$ cat config.mk
export PLATFORM = sky130hd
export DESIGN_NAME = memory_stage
export DESIGN_NICKNAME = d
export VERILOG_FILES = /design/src/rtl/memory_stage.sv
export SDC_FILE = /design/constraint.sdc
export NUM_CORES = 1
export LEC_CHECK = 0
export CAP_MARGIN = 20
export CORE_MARGIN = 3
export CORE_UTILIZATION = 38
export DETAILED_ROUTE_END_ITERATION = 8
export PLACE_DENSITY = 0.85
export SYNTH_ARGS = -nofsm -noshare
export SYNTH_HDL_FRONTEND = slang
export SYNTH_SLANG_ARGS = --single-unit
$ cat constraint.sdc
create_clock -name clk -period 4.55 [get_ports clk]
set_input_delay 0.91 -clock clk [delete_from_list [all_inputs] [get_ports clk]]
set_output_delay 0.91 -clock clk [all_outputs]
set_load 0.02 [all_outputs]
$ cat src/rtl/memory_stage.sv
// memory_stage: data-memory load/store stage between execute and writeback.
// Define MEM_MISALIGN_CHECK_EN to add misaligned_out and suppress misaligned requests.
module memory_stage #(
    localparam int ADDR_WIDTH              = 32,
    localparam int DATA_WIDTH              = 32,
    localparam int NUM_REGISTERS           = 32,
    localparam int REGISTER_INDEXING_WIDTH = $clog2(NUM_REGISTERS)
) (
    input  logic                               clk,
    input  logic                               rst,
    output logic                               stall_prev,
    input  logic                               prev_done,
    input  logic                               next_stall,
    output logic                               done_next,
    output logic                               mem_req_valid,
    input  logic                               mem_req_ready,
    output logic [ADDR_WIDTH-1:0]              mem_addr,
    output logic                               mem_write,
    output logic [DATA_WIDTH-1:0]              mem_wdata,
    output logic [DATA_WIDTH/8-1:0]            mem_wstrb,
    input  logic                               mem_resp_valid,
    input  logic [DATA_WIDTH-1:0]              mem_rdata,
    input  logic [ADDR_WIDTH-1:0]              program_count_in,
    output logic [ADDR_WIDTH-1:0]              program_count_out,
    input  logic                               program_count_valid_in,
    output logic                               program_count_valid_out,
    input  logic                               register_arith_in,
    output logic                               register_arith_out,
    input  logic                               immediate_arith_in,
    output logic                               immediate_arith_out,
    input  logic                               load_in,
    output logic                               load_out,
    input  logic                               store_in,
    output logic                               store_out,
    input  logic                               branch_in,
    output logic                               branch_out,
    input  logic                               immediate_jump_in,
    output logic                               immediate_jump_out,
    input  logic                               register_jump_in,
    output logic                               register_jump_out,
    input  logic                               load_upper_in,
    output logic                               load_upper_out,
    input  logic                               load_upper_pc_in,
    output logic                               load_upper_pc_out,
    input  logic                               environment_in,
    output logic                               environment_out,
    input  logic                               opcode_legal_in,
    output logic                               opcode_legal_out,
    input  logic [2:0]                         funct3_in,
    input  logic [REGISTER_INDEXING_WIDTH-1:0] write_register_in,
    output logic [REGISTER_INDEXING_WIDTH-1:0] write_register_out,
    input  logic                               write_register_valid_in,
    output logic                               write_register_valid_out,
    input  logic [DATA_WIDTH-1:0]              result_data_in,
    input  logic                               result_data_valid_in,
    output logic                               result_data_valid_out,
    input  logic [DATA_WIDTH-1:0]              store_data_in,
    output logic [DATA_WIDTH-1:0]              result_data_out
`ifdef MEM_MISALIGN_CHECK_EN
    ,
    output logic                               misaligned_out
`endif
);

    typedef enum logic [2:0] {EMPTY, REQ, WAIT, HOLD, DONE} state_t;

    state_t                  state, state_nx, accept_state;
    logic                    transfer_prev, transfer_next, is_mem_in, misaligned_in;
    logic [ADDR_WIDTH-1:0]   addr_p1;
    logic [DATA_WIDTH-1:0]   store_data_p1;
    logic [2:0]              funct3_p1;

    function automatic logic [DATA_WIDTH-1:0] load_extend(input logic [DATA_WIDTH-1:0] word,
                                                          input logic [1:0] off,
                                                          input logic [2:0] f3);
        logic [DATA_WIDTH-1:0]        lane;
        logic signed [7:0]            lane_b;
        logic signed [15:0]           lane_h;
        logic signed [DATA_WIDTH-1:0] ext;
        lane   = word >> {off, 3'b000};
        lane_b = lane[7:0];
        lane_h = lane[15:0];
        case (f3)
            3'b000:  ext = DATA_WIDTH'(lane_b);
            3'b001:  ext = DATA_WIDTH'(lane_h);
            3'b100:  ext = {24'b0, lane[7:0]};
            3'b101:  ext = {16'b0, lane[15:0]};
            default: ext = lane;
        endcase
        return ext;
    endfunction

    function automatic logic [DATA_WIDTH/8-1:0] store_strobe(input logic [1:0] size,
                                                             input logic [1:0] off);
        logic [DATA_WIDTH/8-1:0] base;
        case (size)
            2'b00:   base = 4'b0001;
            2'b01:   base = 4'b0011;
            default: base = 4'b1111;
        endcase
        return base << off;
    endfunction

    assign is_mem_in     = load_in || store_in;
    assign misaligned_in = (funct3_in[1:0] == 2'b01 && result_data_in[0]) ||
                           (funct3_in[1:0] == 2'b10 && result_data_in[1:0] != 2'b00);
    assign transfer_prev = prev_done && !stall_prev;
    assign transfer_next = done_next && !next_stall;

    // Stage p1 boundary: payload latched on acceptance, load result on response
    always_ff @(posedge clk) begin
        if (transfer_prev) begin
            addr_p1                 <= result_data_in;
            store_data_p1           <= store_data_in;
            funct3_p1               <= funct3_in;
            program_count_out       <= program_count_in;
            program_count_valid_out <= program_count_valid_in;
            register_arith_out      <= register_arith_in;
            immediate_arith_out     <= immediate_arith_in;
            load_out                <= load_in;
            store_out               <= store_in;
            branch_out              <= branch_in;
            immediate_jump_out      <= immediate_jump_in;
            register_jump_out       <= register_jump_in;
            load_upper_out          <= load_upper_in;
            load_upper_pc_out       <= load_upper_pc_in;
            environment_out         <= environment_in;
            opcode_legal_out        <= opcode_legal_in;
            write_register_out      <= write_register_in;
            result_data_valid_out   <= result_data_valid_in;
            result_data_out         <= result_data_in;
`ifdef MEM_MISALIGN_CHECK_EN
            write_register_valid_out <= write_register_valid_in && !(is_mem_in && misaligned_in);
`else
            write_register_valid_out <= write_register_valid_in;
`endif
        end else if (state == WAIT && mem_resp_valid && load_out && !store_out) begin
            result_data_out <= load_extend(mem_rdata, addr_p1[1:0], funct3_p1);
        end
    end

    always_ff @(posedge clk) begin
        if (rst) state <= EMPTY;
        else     state <= state_nx;
    end

`ifdef MEM_MISALIGN_CHECK_EN
    always_ff @(posedge clk) begin
        if (rst)                misaligned_out <= 1'b0;
        else if (transfer_prev) misaligned_out <= is_mem_in && misaligned_in;
    end
`endif

    always_comb begin
        accept_state = HOLD;
        if (is_mem_in) begin
`ifdef MEM_MISALIGN_CHECK_EN
            accept_state = misaligned_in ? DONE : REQ;
`else
            accept_state = REQ;
`endif
        end
        state_nx = state;
        case (state)
            EMPTY:      if (transfer_prev) state_nx = accept_state;
            HOLD, DONE: if (transfer_next) state_nx = transfer_prev ? accept_state : EMPTY;
            REQ:        if (mem_req_ready) state_nx = WAIT;
            WAIT:       if (mem_resp_valid) state_nx = DONE;
            default:    state_nx = EMPTY;
        endcase
    end

    always_comb begin
        done_next     = !rst && (state == HOLD || state == DONE);
        mem_req_valid = !rst && state == REQ;
        stall_prev    = rst || !(state == EMPTY ||
                                 ((state == HOLD || state == DONE) && transfer_next));
    end

    // Request bus driven straight from the p1 payload so it is stable until accepted
    assign mem_addr  = {addr_p1[ADDR_WIDTH-1:2], 2'b00};
    assign mem_write = store_out;
    assign mem_wdata = store_data_p1 << {addr_p1[1:0], 3'b000};
    assign mem_wstrb = store_out ? store_strobe(funct3_p1[1:0], addr_p1[1:0]) : '0;

endmodule

# [Word-level counts from Yosys, hierarchy flattened]
# Index checks and enable logic that the tools add are counted.
[op_classes] n_addsub=0 n_mul=0 n_div=0 n_lt_le_gt_ge=0 n_eq_ne=12 shift=3 n_mux=12 bitwise_logic=0 n_reduce_logical=23
[ops] op="case mux 32 bit (4 select lines)" n=1
[ops] op="2-to-1 mux 32 bit" n=2
[ops] op="left shift 32 x 5 -> 32 bit" n=1
[ops] op="right shift 32 x 5 -> 32 bit" n=1
[ops] op="2-to-1 mux 3 bit" n=5
[ops] op="case mux 3 bit (4 select lines)" n=1
[ops] op="== test 3 bit, second input constant" n=3
[ops] op="logical AND 1 bit" n=8
[ops] op="!= test 2 bit, second input constant" n=4
[ops] op="case mux 4 bit (2 select lines)" n=1
[ops] op="== test 3 x 1 -> 1 bit, second input constant" n=2
[ops] op="== test 3 x 2 -> 1 bit, second input constant" n=2
[ops] op="logical NOT 3 bit" n=2
[ops] op="logical NOT 1 bit" n=5
[ops] op="logical OR 1 bit" n=4
[ops] op="2-to-1 mux 4 bit" n=1
[ops] op="AND reduction 4 bit" n=1
[ops] op="left shift 4 x 2 -> 4 bit" n=1
[ops] op="== test 2 x 1 -> 1 bit, second input constant" n=1
[ops] op="logical NOT 2 bit" n=1
[ops] op="2-to-1 mux 2 bit" n=1
[ops] op="nonzero test 2 bit" n=1
[ops] op="OR reduction 2 bit" n=1
[totals] regBits=153 latch_bits=0 ram_bits=0 mem_bits_ro=0 inputBits=156 output_inout_bits=155 mem_count=0

# [Depth between registers and ports, before layout]
# Gate-level depths: netlist of run 1.
[logic_depth] word_depth=13 mapped_depth=7 mapped_depth_nobuf=4

# [Least setup slack after synthesis of run 1]
# OpenSTA, ideal clock, no wires.
[synth_path] path_type="input-to-reg" startpoint="in rst" endpoint="reg addr_p1[0], enable pin" setup_ps=471 arrival_ps=4186 slack_ps=-107 cell_stages=6 path_buffers=2 cell_sequence="buf_6 a2111o_1 o41ai_4 nand2_4 clkbuf_1 inv_1"
[synth_between] elab_chain_len=9
[synth_lines] item="from (decl)" line_no="10" source="input logic rst,"
[synth_lines] item="logical NOT 1 bit" line_no="174" source="done_next = !rst && (state == HOLD || state == DONE);"
[synth_lines] item="logical AND 1 bit" line_no="174"
[synth_lines] item="logical AND 1 bit" line_no="108" source="assign transfer_next = done_next && !next_stall;"
[synth_lines] item="logical AND 1 bit" line_no="177" source="((state == HOLD || state == DONE) && transfer_next));"
[synth_lines] item="logical OR 1 bit" line_no="176" source="stall_prev = rst || !(state == EMPTY ||"
[synth_lines] item="logical NOT 1 bit" line_no="176"
[synth_lines] item="logical OR 1 bit (*)" line_no="176"
[synth_lines] item="logical NOT 1 bit (*)" line_no="107" source="assign transfer_prev = prev_done && !stall_prev;"
[synth_lines] item="logical AND 1 bit (*)" line_no="107"
[synth_lines] item="via transfer_prev" line_no="68" source="logic transfer_prev, transfer_next, is_mem_in, misaligned_in;"
[synth_lines] item="to (signal assigned)" line_no="113" source="addr_p1 <= result_data_in;"
[synth_lines] item="to (decl)" line_no="69" source="logic [ADDR_WIDTH-1:0] addr_p1;"
# Mark *: on every way through the listed nets, which the timed path passes. The rest lies on a longest branch.
# A chain may end at the register's enable or synchronous reset.

# [Final worst setup path of run 1]
[layout_path] startpoint="in rst" endpoint="out stall_prev"
[layout_between] elab_chain_len=7
[layout_lines] item="logical NOT 1 bit" line_no="174"
[layout_lines] item="logical AND 1 bit" line_no="174"
[layout_lines] item="logical AND 1 bit" line_no="108"
[layout_lines] item="logical AND 1 bit" line_no="177"
[layout_lines] item="logical OR 1 bit" line_no="176"
[layout_lines] item="logical NOT 1 bit" line_no="176"
[layout_lines] item="logical OR 1 bit (*)" line_no="176"
[layout_lines] item="to (decl)" line_no="11" source="output logic stall_prev,"
# Every way passes the cells marked *; elsewhere a longest branch is shown, timed or not.

==> impl_results.md, run 1 <==
* Critical Path Sink: stall_prev
* DP HPWL at 14300 um
* Adder-Cell Fraction of Synth Area at 0%
* Gate Count Post-Synth at around 450
* Die height at around 140 um
* GRT Residual Overflow at 0
* DRT iter0 DRCs at roughly 230
* Highest clock rate at between 0.2 and 0.3 GHz
* Largest net degree at the start of global routing at between 70 and 80
* TritonCTS clock tree: yes
* # IOs at a little over 300
* Final min period at between 3 and 4 ns
* Initial Utilization at slightly below 40%
* Max VDD drop at between 0.2 and 0.3 mV
* CP Data Arrival Time at approximately 2.7 ns
* TritonRoute pass-1 iters at 4
* Main combinational cell family by area after synthesis: multiplexers
* Placed cells at 921
* Seq/Total Area, Yosys at between 60% and 70%
* Clock root buffer: clkbuf_16
* Pleak at ~3.7 nW
* Area after DPL at ~0.01 mm^2
* N_diodes at 0
* Share of post-route cells with drive strength above 1 at under 10%
* Max clock buf depth at 2
* Setup Total Neg Slack at 0 ns
* CP startpoint: rst
* Reg2Reg Depth at 5
* Reg-to-reg endpoint: result_data_out[23]
* Commonest non-fill, non-tap cell in the layout: clkdlybuf4s50_1
* Mux cell area share after synthesis at 10.08%
* Storage element area at approximately 0.0046 mm^2
* Reg2reg setup slack at approximately 1.8 ns
* Hold/Removal Path Class: reg -> reg
* #FFs+latches synth at ~150
* Die W at 138.7 um
* Cts repair resizes at 0
* Primary FF master, synth: edfxtp_1
* Fillers at approximately 1.3k
* Reg clk slew, reported paths at 0.06 ns
* PortBufs at 308
* Mapped Avg Cell Area at about 15 um^2
* Final cell count without fillers at 953
* Slew margin rel. at between 40 and 50%
* Endpoint type of the worst setup path: output pin
* Site Rows at 47
* Via count at around 4.7k
* Post-synth EDFFs at 150
* Number of global-route vias before repair at 4977
* Status: complete, no violations
* Routed length per instance at between 20 and 25 um
* WS Path Type: in -> out
* Tightest Pin Transition at about 0.83 ns
* CTS H-tree lvls at 4
* MaxCap Viol Count at 0
* Post-synthesis simple-gate area fraction at approximately 6.6%
* Worst Skew at between 0.01 and 0.015 ns
* Post-CTS Setup Bufs at 0
* CP Data Required Time at roughly 3.6 ns
* Asr flop ratio synth at 0%
* Most frequent cells in the layout: clkdlybuf4s50_1 (308), edfxtp_1 (150), mux2i_1 (34)
* Vias per Instance at roughly 5
* Synth unique cells at 48
* TritonCTS Sinks at 153
* DRT antenna net count at 0
* Hold-fix buffers, CTS at 0
* Synth Area in Compound Gates at a little under a tenth
* CORE AREA at roughly 0.017 mm^2
* Max-slew violation count at 0
* Post-synthesis xor/xnor area fraction at 0%
* Final hold vios at 0
* Startpoint types: input pin
* Min-delay src: state[1]
* RSZ-0062 raised after global routing: no
* Post-Syn Area at between 0.006 and 0.007 mm^2
* Reg2Reg Launch Point: addr_p1[0]
* PD cells at 361.5 mW/mm^2
* # setup viols final at 0
* Area occupied by multi-input gates at 0.001748 mm^2
* GP Congestion at about 0.79
* CTS Buf Count at 17
* Initial antenna violation count at 0
* Post-layout util at 61.33%
* Area growth syn-to-layout at 54.78%
* Final net count at approximately 900
* Final worst-path cycle share at between 70 and 80%
* First-pass GRT wire length at 29490 um
* CP max FO at 10
* DIE AREA at 0.01923 mm^2
* All-Layer GR Usage at about 20%
* Skew-Pair Late Insertion Delay at 0.42 ns
* Yosys warns at 0
* Total wire length at approximately 19000 um
* Fin area at roughly 0.010 mm^2
* Residual DRC at 0
-- registers in the layout, indices dropped and copies added, names as in the netlist, 3 cells and up --
signal / count
addr_p1: 32
store_data_p1: 32
result_data_out: 32
state: 3
funct3_p1: 3
write_register_out: 5
program_count_out: 32
-- per-stage QoR --
stage | hold slack [ns] | worst slack, ns | power [W]
global route | 0.8043 | 0.8059 | 0.003887
floorplan | 0.6578 | 0.5735 | 0.001997
detailed placement | 0.6998 | 0.8888 | 0.002320
finish | 0.7166 | 0.9135 | 0.003742
CTS | 0.7115 | 0.8971 | 0.003778
global placement | 0.6820 | 0.9076 | 0.002308
-- critical path, stage by stage --
cell and delay (ns):
clkdlybuf4s50_1 0.59, a2111o_1 0.50, o41ai_4 0.10, inv_1 0.07, clkdlybuf4s50_1 0.55
-- per-layer routing --
metal | global-route usage (%) | vias up | routed length [um] | share of wire [%]
met1 | 21.83 | 2262 | 7016 | 36
met2 | 35.74 | 251 | 10060 | 52
met3 | 8.448 | 20 | 1900 | 9.9
li1 | - | 2211 | - | -
met4 | 5.561 | 0 | 274 | 1.4
met5 | 0 | - | 0 | 0
-- synthesized netlist by cell type (2+ instances only) --
master | number | area [um^2]
a211oi_1 | 9 | 67.56
a21oi_1 | 11 | 55.05
a2bb2oi_1 | 24 | 210.2
and2_1 | 9 | 56.30
buf_1 | 3 | 11.26
buf_2 | 13 | 65.06
buf_4 | 34 | 255.2
buf_6 | 2 | 22.52
clkbuf_1 | 7 | 26.28
dfxtp_1 | 3 | 60.06
edfxtp_1 | 150 | 4504
inv_1 | 4 | 15.01
mux2_1 | 5 | 56.30
mux2_2 | 8 | 90.09
mux2_4 | 11 | 165.2
mux2i_1 | 34 | 340.3
nand2_1 | 32 | 120.1
nand3b_1 | 2 | 15.01
nor2_1 | 14 | 52.55
nor2b_1 | 13 | 81.33
nor3_1 | 3 | 15.01
nor3b_1 | 2 | 15.01
o21a_1 | 4 | 30.03
o21ai_0 | 23 | 115.1
o21ai_1 | 2 | 10.01
-- cell families after synthesis --
| group | count (synthesis) |
|---|---|
| simple gates | 85 |
| other cells | 1 |
| flops | 153 |
| compound gates | 84 |
| mux | 59 |
| buf+inv | 63 |
-- power breakdown --
group	total (W)	switching [W]	internal, W
Clock	0.00146	0.000622	0.000834
Combinational	0.000611	0.000287	0.000323
Sequential	0.00167	0.0000292	0.00165
Total	0.00374	0.000939	0.00280
-- worst min-delay path by stage --
stage	depth (start not counted)	to	slack [ns]
floorplan	2	state[1]	0.66
global placement	2	state[1]	0.68
detailed placement	2	state[1]	0.70
CTS	2	state[1]	0.71
global route	2	state[1]	0.80
finish	2	state[1]	0.72
-- area by class of cell --
class | count | area share [%]
inverter | 4 | 0.1813
sequential | 153 | 44.10
timing repair buffer | 314 | 30.34
clock buffer | 17 | 4.110
clock inverter | 15 | 1.729
multi-input combinational | 230 | 16.89
tap | 220 | 2.659
Power figures use the tool's default switching activity.
==> run 2: changes to the inputs <==
clock period = 3.3 ns   (was 4.55 ns; I/O delays follow)
==> impl_results.md, run 2 (synthesis gave the netlist of run 1 again) <==
* PD cells at between 400 and 500 mW/mm^2
* Min Hold Slack at ~0.73 ns
* CORE AREA at 0.01688 mm^2
* Fillers at 1298
* MaxCap Viol Count at 0
* Tightest Pin Transition at 1.007 ns
* Post-CTS Setup Bufs at 0
* Max-slew violation count at 0
* Max VDD drop at around 0.36 mV
* Endpoint type of the worst setup path: output pin
* Vias per Instance at 5.078
* Status: complete, no violations
* Final min period at a little over 3 ns
* DR top layer: met5
* Site Rows at 47
* DRT iter0 DRCs at 257
* Commonest non-fill, non-tap cell in the layout: clkdlybuf4s50_1
* DP HPWL at around 15000 um
* Final worst-path cycle share at between 90 and 100%
* CP max FO at 6
* Largest net degree at the start of global routing at 55
* Number of global-route vias before repair at 5271
* CTS H-tree lvls at 4
* Final cell count without fillers at roughly 960
* Hold/Removal Path Class: reg -> reg
* Worst Skew at 0.009369 ns
* Final hold vios at 0
* Die W at 138.7 um
* Total wire length at between 20000 and 25000 um
* # IOs at around 310
* WL met3 at around 2000 um
* PortBufs at 308
* Skew-Pair Late Insertion Delay at between 0.4 and 0.5 ns
* Wire length on met2 at around 11000 um
* Reg clk slew, reported paths at around 0.060 ns
* DIE AREA at just under 0.02 mm^2
* Cts repair resizes at 0
* TritonRoute pass-1 iters at 5
* WS Path Type: in -> out
* Via count at roughly 5k
* Highest clock rate at ~0.33 GHz
* GP Congestion at between 0.8 and 0.9
* Share of post-route cells with drive strength above 1 at under 10%
* Clock root buffer: clkbuf_16
* # setup viols final at 0
* Most frequent cells in the layout: clkdlybuf4s50_1 (308), edfxtp_1 (150), mux2i_1 (34)
* Initial antenna violation count at 1
* DRT antenna net count at 0
* Routed met1 length at between 7000 and 8000 um
* Slew margin rel. at 32.87%
* CP Data Required Time at around 2.6 ns
* TritonCTS clock tree: yes
* RSZ-0062 raised after global routing: no
* Placed cells at 931
* CTS Buf Count at 17
* Hold-fix buffers, CTS at 0
* Routed length per instance at around 21 um
* Post-layout util at about 60%
* Residual DRC at 0
* Area growth syn-to-layout at 55.92%
* GRT Residual Overflow at 0
* Initial Utilization at 39.62%
* Pleak at between 3 and 4 nW
* Max clock buf depth at 2
* Startpoint types: input pin
* N_diodes at 0
* CP Data Arrival Time at ~2.4 ns
* Final net count at about 890
* TritonCTS Sinks at 153
* Die height at 138.7 um
* First-pass GRT wire length at slightly above 30000 um
* All-Layer GR Usage at between 20% and 30%
## run 2: cell types whose count changed in the layout (fill, tap and decap cells not counted), sizes merged
cell      change
buf          +10
inv           -9
clkinvlp      +3
clkbuf        +2
bufinv        +1
clkinv        +1
## run 2: cell type report
| class | instances | area [um^2] | share of cell area [%] |
|---|---|---|---|
| Clock inverter | 11 | 150.1 | 1.440 |
| Clock buffer | 19 | 432.9 | 4.152 |
| Inverter | 4 | 18.77 | 0.1800 |
| Sequential cell | 153 | 4564 | 43.77 |
| Tap cell | 220 | 275.3 | 2.640 |
| Timing Repair Buffer | 324 | 3241 | 31.08 |
| Multi-Input combinational cell | 230 | 1745 | 16.74 |
## run 2: final timing paths
path,start,to,slack [ns],cells after the start
setup / recovery,next_stall,stall_prev,0.23,5
hold / removal,state[1],state[2],0.73,2
setup reg to reg,addr_p1[0],result_data_out[12],0.88,5
hold reg to reg,state[1],state[2],0.73,2
## run 2: per-layer routing
metal	global-route usage (%)	vias up
met5	0	-
met2	37.51	278
met4	7.415	2
met1	22.97	2349
li1	-	2223
met3	8.034	28
## run 2: power breakdown
part / leakage, nW / internal [W] / total (W) / switching, W
Combinational: 2.01 / 0.000458 / 0.000863 / 0.000405
Clock: 0.269 / 0.00118 / 0.00195 / 0.000766
Sequential: 1.43 / 0.00227 / 0.00232 / 0.0000466
## run 2: worst max-delay path, cell delays in order
cell             delay (ns)
clkdlybuf4s50_1        0.52
a2111o_1               0.50
o41ai_4                0.10
inv_1                  0.08
clkdlybuf4s50_1        0.55
## run 2: stage by stage
step	instance area, um^2	power [W]	setup TNS [ns]	setup slack [ns]
after floorplan	6714	0.002754	-13.21	-0.1120
after global placement	9844	0.003200	0	0.2388
after detailed placement	9844	0.003224	0	0.2225
after CTS	10430	0.005178	0	0.2213
after global routing	10430	0.005310	0	0.1027
final	10430	0.005128	0	0.2268
==> run 3: changes to the inputs <==
PLACE_DENSITY = 0.78   (was 0.85)
SKIP_LAST_GASP = 1   (was default)
==> impl_results.md, run 3 (synthesis gave the netlist of run 1 again) <==
* Endpoint type of the worst setup path: output pin
* # setup viols final at 0
* Final cell count without fillers at 960
* Residual DRC at 0
* CTS H-tree lvls at 4
* Routed met1 length at 7312 um
* Number of global-route vias before repair at roughly 5.2k
* DP HPWL at roughly 16000 um
* Startpoint types: register
* RSZ-0062 raised after global routing: no
* CTS Buf Count at 17
* Status: complete, no violations
* Site Rows at 47
* Post-CTS Setup Bufs at 0
* WL met3 at approximately 2200 um
* Reg clk slew, reported paths at approximately 0.06 ns
* Highest clock rate at around 0.32 GHz
* N_diodes at 0
* Routed length per instance at around 22 um
* PD cells at 501.4 mW/mm^2
* PortBufs at roughly 310
* Reg2Reg Depth at 5
* Hold Path Stages at 2
* Cts repair resizes at 0
* All-Layer GR Usage at between 20% and 30%
* DRT antenna net count at 0
* GP Congestion at between 0.8 and 0.9
* Largest net degree at the start of global routing at 63
* Slew margin rel. at between 40% and 50%
* Max VDD drop at 0.3234 mV
* GRT Residual Overflow at 0
* Fillers at roughly 1.2k
* Reg2reg setup slack at ~0.75 ns
* Pleak at roughly 3.7 nW
* CP Data Required Time at around 2.6 ns
* Most frequent cells in the layout: clkdlybuf4s50_1 (308), edfxtp_1 (150), mux2i_1 (34)
* Area occupied by multi-input gates at roughly 0.0017 mm^2
* DIE AREA at a little under 0.02 mm^2
* DRT iter0 DRCs at 185
* Min Hold Slack at roughly 0.74 ns
* Tightest Pin Transition at around 0.86 ns
* Fin area at 0.01045 mm^2
* Via count at between 4k and 5k
* Placed cells at 929
* Final net count at slightly below 900
* Die W at 138.7 um
* WS Path Type: reg -> out
* TritonRoute pass-1 iters at 5
* # IOs at ~310
* Max clock buf depth at 2
* CP max FO at 10
* TritonCTS clock tree: yes
* Commonest non-fill, non-tap cell in the layout: clkdlybuf4s50_1
* Initial antenna violation count at 0
* Initial Utilization at about two fifths
* DR top layer: met4
* Max-slew violation count at 0
* Hold/Removal Path Class: reg -> reg
* Clock root buffer: clkbuf_16
* Wire length on met2 at 11120 um
* Storage element area at 0.004564 mm^2
* Post-layout util at roughly 62%
* Tot Pwr at between 0.005 and 0.006 W
* First-pass GRT wire length at ~31000 um
* Total wire length at 20830 um
* MaxCap Viol Count at 0
* Hold-fix buffers, CTS at 0
* Final min period at between 3 and 4 ns
* Worst Skew at 0.01563 ns
* Final worst-path cycle share at 94.57%
* CORE AREA at ~0.017 mm^2
* Final hold vios at 0
* CP Data Arrival Time at approximately 2.5 ns
* Die height at 138.7 um
* Skew-Pair Late Insertion Delay at about 0.43 ns
* Share of post-route cells with drive strength above 1 at about a tenth
* Area growth syn-to-layout at 56.31%
* Vias per Instance at about 5.1
* Area after DPL at just under 0.01 mm^2
* TritonCTS Sinks at ~150
[run 3: cell types whose count changed in the layout (fill, tap and decap cells not counted), sizes merged]
| cell | change |
|---|---|
| buf | -2 |
| bufinv | +1 |
| clkinvlp | -2 |
| clkbuf | -2 |
| clkinv | +1 |
| inv | +3 |
[run 3: per-stage QoR]
step	worst slack (ns)	TNS, ns
after floorplan	-0.1120	-13.21
after global placement	0.2264	0
after detailed placement	0.2084	0
after CTS	0.1378	0
after global routing	0.03737	0
final	0.1792	0
[run 3: worst max-delay path, stage by stage (launching register included)]
cell	delay, ns
edfxtp_1	0.58
nor2b_2	0.52
nand2_1	0.14
o21ai_0	0.12
clkdlybuf4s50_1	0.67
[run 3: layout make-up]
cell class | instances | share of cell area [%]
clock buffers | 17 | 4.069
clock inverters | 14 | 1.879
inverters | 4 | 0.1795
multi-input cells | 230 | 16.72
flip-flops and latches | 153 | 43.66
well taps | 220 | 2.633
repair buffers | 322 | 30.86
[run 3: layer usage]
| metal | vias up | track usage (%) |
|---|---|---|
| li1 | 2225 | - |
| met1 | 2346 | 23.08 |
| met2 | 279 | 39.08 |
| met3 | 18 | 9.207 |
| met4 | 0 | 5.046 |
| met5 | - | 0 |
[run 3: worst paths after layout]
check / startpoint / to
worst max-delay path: addr_p1[1] / mem_wdata[19]
worst min-delay path: state[1] / state[1]
worst max register to register: addr_p1[0] / result_data_out[16]
worst min register to register: state[1] / state[1]
[run 3: report_power, final]
| part | internal [W] | switching (W) |
|---|---|---|
| Combinational | 0.000455 | 0.000406 |
| Sequential | 0.00227 | 0.0000458 |
| Clock | 0.00127 | 0.000796 |
